`src/rtl/fir_sequencer.sv`:
```
// Micro-op sequencer for the shared FIR register file / ALU datapath.
// Converts data_ready / load_coeff requests into coefficient loads and a 12-cycle sample MAC.
module fir_sequencer #(
  parameter int OP_W   = 3,
  parameter int ADDR_W = 4
) (
  input  logic              clk,
  input  logic              n_reset,
  input  logic              data_ready,
  input  logic              load_coeff,
  input  logic              overflow,
  output logic [OP_W-1:0]   op,
  output logic [ADDR_W-1:0] src1,
  output logic [ADDR_W-1:0] src2,
  output logic [ADDR_W-1:0] dest,
  output logic              cnt_up,
  output logic              modwait,
  output logic              err
);

  localparam logic [OP_W-1:0] OP_NOP   = OP_W'(0);
  localparam logic [OP_W-1:0] OP_COPY  = OP_W'(1);
  localparam logic [OP_W-1:0] OP_LDSMP = OP_W'(2);
  localparam logic [OP_W-1:0] OP_LDCOF = OP_W'(3);
  localparam logic [OP_W-1:0] OP_ADD   = OP_W'(4);
  localparam logic [OP_W-1:0] OP_SUB   = OP_W'(5);
  localparam logic [OP_W-1:0] OP_MUL   = OP_W'(6);

  typedef enum logic [3:0] {
    IDLE, LOADC, WAITC, STORE, SH3, SH2, SH1, SH0,
    MUL0, MUL1, SUB1, MUL2, ADD2, MUL3, SUB3, EIDLE
  } state_t;

  state_t     state_q, state_d;
  logic [1:0] idx_q, idx_d;
  logic       modwait_q, modwait_d;
  logic       err_q, err_d;

  always_ff @(posedge clk) begin
    if (!n_reset) begin
      state_q   <= IDLE;
      idx_q     <= '0;
      modwait_q <= 1'b0;
      err_q     <= 1'b0;
    end else begin
      state_q   <= state_d;
      idx_q     <= idx_d;
      modwait_q <= modwait_d;
      err_q     <= err_d;
    end
  end

  always_comb begin
    state_d = state_q;
    idx_d   = idx_q;
    case (state_q)
      IDLE, EIDLE: begin
        if (load_coeff)      state_d = LOADC;
        else if (data_ready) state_d = STORE;
      end
      LOADC: state_d = WAITC;
      WAITC: begin
        if (!load_coeff) begin
          state_d = IDLE;
          idx_d   = idx_q + 2'd1;
        end
      end
      // a request that drops before the store cycle is a protocol error
      STORE: state_d = data_ready ? SH3 : EIDLE;
      SH3:   state_d = SH2;
      SH2:   state_d = SH1;
      SH1:   state_d = SH0;
      SH0:   state_d = MUL0;
      MUL0:  state_d = MUL1;
      MUL1:  state_d = SUB1;
      SUB1:  state_d = overflow ? EIDLE : MUL2;
      MUL2:  state_d = ADD2;
      ADD2:  state_d = overflow ? EIDLE : MUL3;
      MUL3:  state_d = SUB3;
      SUB3:  state_d = overflow ? EIDLE : IDLE;
      default: state_d = IDLE;
    endcase
    // flags are registered from the next state so they align with the state register
    modwait_d = !(state_d inside {IDLE, WAITC, EIDLE});
    err_d     = (state_d == EIDLE);
  end

  always_comb begin
    op     = OP_NOP;
    src1   = '0;
    src2   = '0;
    dest   = '0;
    cnt_up = 1'b0;
    case (state_q)
      LOADC: begin op = OP_LDCOF; dest = ADDR_W'(6) + ADDR_W'(idx_q); end
      STORE: begin op = OP_LDSMP; dest = ADDR_W'(1); cnt_up = 1'b1; end
      SH3:   begin op = OP_COPY; src1 = ADDR_W'(4); dest = ADDR_W'(5); end
      SH2:   begin op = OP_COPY; src1 = ADDR_W'(3); dest = ADDR_W'(4); end
      SH1:   begin op = OP_COPY; src1 = ADDR_W'(2); dest = ADDR_W'(3); end
      SH0:   begin op = OP_COPY; src1 = ADDR_W'(1); dest = ADDR_W'(2); end
      MUL0:  begin op = OP_MUL; src1 = ADDR_W'(2); src2 = ADDR_W'(6); dest = ADDR_W'(0); end
      MUL1:  begin op = OP_MUL; src1 = ADDR_W'(3); src2 = ADDR_W'(7); dest = ADDR_W'(10); end
      SUB1:  begin op = OP_SUB; src1 = ADDR_W'(0); src2 = ADDR_W'(10); dest = ADDR_W'(0); end
      MUL2:  begin op = OP_MUL; src1 = ADDR_W'(4); src2 = ADDR_W'(8); dest = ADDR_W'(10); end
      ADD2:  begin op = OP_ADD; src1 = ADDR_W'(0); src2 = ADDR_W'(10); dest = ADDR_W'(0); end
      MUL3:  begin op = OP_MUL; src1 = ADDR_W'(5); src2 = ADDR_W'(9); dest = ADDR_W'(10); end
      SUB3:  begin op = OP_SUB; src1 = ADDR_W'(0); src2 = ADDR_W'(10); dest = ADDR_W'(0); end
      default: ;
    endcase
  end

  assign modwait = modwait_q;
  assign err     = err_q;

endmodule

```
`config.mk`:
```
export PLATFORM = sky130hd
export DESIGN_NAME = fir_sequencer
export DESIGN_NICKNAME = d
export VERILOG_FILES = /design/src/rtl/fir_sequencer.sv
export SDC_FILE = /design/constraint.sdc
export NUM_CORES = 1
export LEC_CHECK = 0
export CAP_MARGIN = 30
export CELL_PAD_IN_SITES_DETAIL_PLACEMENT = 0
export CELL_PAD_IN_SITES_GLOBAL_PLACEMENT = 1
export CORE_MARGIN = 2
export CORE_UTILIZATION = 30
export CTS_BUF_LIST = sky130_fd_sc_hd__clkbuf_4 sky130_fd_sc_hd__clkbuf_8
export CTS_CLUSTER_DIAMETER = 50
export DETAILED_ROUTE_END_ITERATION = 8
export PLACE_DENSITY_LB_ADDON = 0.1
export SYNTH_ARGS = -nofsm -noshare
export SYNTH_HDL_FRONTEND = slang
export SYNTH_SLANG_ARGS = --single-unit
```
`constraint.sdc`:
```
create_clock -name clk -period 1.5 [get_ports clk]
set_clock_uncertainty 0.1 [all_clocks]
set_input_delay 0.15 -clock clk [delete_from_list [all_inputs] [get_ports clk]]
set_output_delay 0.15 -clock clk [all_outputs]
set_load 0.02 [all_outputs]
```
==> impl_results.md <==
- Post-synth top area share: between 20% and 30%
- Synthesized area: 760.7 sq um
- Seq/Total Area, Yosys: 21.05%
- Starting density of the core: 31.28%
- Worst path required time: between 1000 and 1500 ps
- Final period util: 115.7%
- Antenna Nets Post-Route: 0
- Initial antenna violation count: 0
- Critical path capture point type: primary output
- Ys Warns: 0
- Power per cell area: 1172 nW/um^2
- Most common cell in the synthesized netlist: a21oi_1
- Dpl hpwl: 1837 um
- WS Path Type: reg -> out
- Netlist cell types: 43
- Fill cells: 206
- DRT Wirelength: slightly above 3000 um
- Vias in the first global route: 959
- Syn nets: 108
- Die extent in y: around 54 um
- Clk slew on worst S/H paths: 50 ps
- Setup WS pre-CTS: -412.7 ps
- Cell repeated most along the worst path: buf_4
- CP arrival: 1480 ps
- Hold path depth: 3
- Drt wl/cell: 14.82 um
- Worst hold path class: in -> reg
- Vias/cell: 5.176
- Initial DRC count: 16
- WHS: between 400 and 500 ps
- CTS HTree Levels: 1
- Core box area: 2432 sq um
- Ys flop type: dfxtp_1
- Clock Root Buffer: clkbuf_4
- Die W: approximately 54 um
- Clock Latency Late Sink: 260 ps
- Die area: roughly 3000 sq um
- Num CTS Buffers: 3
- # hold bufs at CTS: 0
- Max-cap violations: 0
- Top Ports: 23
- Detailed-route via count: roughly 1100
- # setup viols final: 18
- Peak supply drop: 0.9176 mV
- F_max: 576.4 MHz
- Pin count of the biggest net entering global routing: 10
- Grt total ovfl: 0
- Synth top cells by count: a21oi_1, nand2_1, dfxtp_1, o21ai_0, nor2_1
- Global Route Usage Sum: 20.59%
- CP Cell Sequence: buf_4, buf_6, xor2_1, o32ai_2, buf_4
- Failing checks: negative setup slack
- Clock sinks: 8
- Antenna diodes: 0
- Crit path largest cell delay: 360 ps
- Setup TNS: -1934 ps
- Drt first pass iters: 4
- Setup ws final: -235.0 ps
- Number of synthesized register bits: 8
- Post-synth EDFFs: 0
- Yosys top cell by area: dfxtp_1
- Synth Instances: ~100
- Syn Area/Cell: 7.386 sq um
- GP Congestion: between 0.7 and 0.8
- First-pass GRT wire length: about 4300 um
- Slowest-stage cell, CP: dfxtp_4
- CTS tree: built
- Clock Path Buffers: 2
- DRC Markers: 0
- CP Max Fanout: 6
- Startpoint types: register
- P_leak: about 0.00075 uW
- Final core occ: 67.70%
- Worst Reg2Reg Path Length in Cells: 6
- Final net count: about 180
- RSZ-0062 raised after global routing: true
- Std cell rows: 18
- Status: complete, but fails checks
- Layout cells sized above 1: 66.09%
- Area growth syn-to-layout: 116.4%
- Max Slew Vio Count: 0
- Final Hold Violating Endpoints: 0
- Post-synth ARST share: 0%
- Final min period: around 1700 ps
- Synth top area cells: dfxtp_1, a21oi_1, o21ai_0
- I/O Buffers: 21
==> kinds of logic (layout without fill, tap and decap cells) <==
| group | count (synthesis) | after routing | synth area share [%] |
|---|---|---|---|
| AOI/OAI and AO/OA | 38 | 38 | 34.38 |
| DFF | 8 | 8 | 21.05 |
| xor gates and xnor gates | 3 | 3 | 3.455 |
| other | 1 | 1 | 0.4929 |
| buffers and inverters | 15 | 86 | 14.14 |
| and+or+nand+nor | 38 | 38 | 26.48 |
==> sequential cells by signal, indices dropped and copies added (netlist names) <==
name and flops:
err 1, state_q 4, modwait 1, idx_q 2
==> final timing paths <==
check / start / end / slack (ps)
worst max-delay path: state_q[3]$_SDFF_PN0_ / src1[2] / -230
worst min-delay path: n_reset / modwait$_SDFF_PN0_ / 480
worst max register to register: state_q[2]$_SDFF_PN0_ / modwait$_SDFF_PN0_ / -210
worst min register to register: idx_q[0]$_SDFFE_PN0P_ / idx_q[0]$_SDFFE_PN0P_ / 590
==> cell type report <==
type / count / area [sq um] / area share [%]
well taps: 30 / 37.54 / 2.280
clock buffers: 3 / 22.52 / 1.368
repair buffers: 79 / 693.2 / 42.10
multi-input cells: 80 / 684.4 / 41.57
flip-flops and latches: 8 / 172.7 / 10.49
inverters: 4 / 36.28 / 2.204
==> repair_timing <==
action                                  CTS  global route
hold endpoints to repair                  0             0
pin swaps                                16            14
setup buffers                            10            13
endpoints found under the setup margin   23            23
resized for setup                       102            36
==> per-layer routing <==
metal	global-route usage [%]	part of all wire, %	vias to the layer above
li1	-	-	521
met1	24.88	43	504
met2	35.94	52	23
met3	1.366	2.3	8
met4	11.25	2.4	0
met5	0	0	-
==> per-stage QoR <==
| step | cells | total power (uW) | area (sq um) |
|---|---|---|---|
| after floorplan | 103 | 938.7 | 805.8 |
| after global routing | 204 | 2046 | 1647 |
| after CTS | 194 | 1765 | 1483 |
| final | 204 | 1929 | 1647 |
| after global placement | 181 | 1390 | 1259 |
| after detailed placement | 181 | 1398 | 1259 |
==> report_power, final <==
group | switching, uW | total (uW) | internal [uW]
Clock | 73.7 | 165 | 91.5
Combinational | 684 | 1450 | 761
Sequential | 55.9 | 319 | 263
Total | 814 | 1930 | 1120
==> critical path, delay by kind of cell, from the launching register on <==
family,cells,cell delay [ps]
DFF,1,360
xor gates and xnor gates,1,160
buffers and inverters,3,440
AOI/OAI and AO/OA,1,270
==> layout by cell type (no fill, tap or decap), types with 2 or more instances in the layout <==
cell | netlist | routed
buf_4 | 3 | 50
buf_6 | 3 | 20
nand2_1 | 9 | 8
a21oi_2 | 0 | 7
and2_1 | 6 | 6
clkdlybuf4s50_1 | 0 | 6
nor2_1 | 7 | 5
dfxtp_1 | 8 | 4
nor3_2 | 0 | 3
a21oi_1 | 10 | 3
o21ai_0 | 8 | 3
o21ai_2 | 0 | 3
clkbuf_4 | 0 | 3
dfxtp_4 | 0 | 3
nand2b_4 | 0 | 2
o21ai_1 | 0 | 2
a31oi_1 | 3 | 2
xor2_1 | 2 | 2
a21o_1 | 2 | 2
o31ai_2 | 1 | 2
a41oi_1 | 2 | 2
dlygate4sd2_1 | 0 | 2
Power figures use the tool's default switching activity.
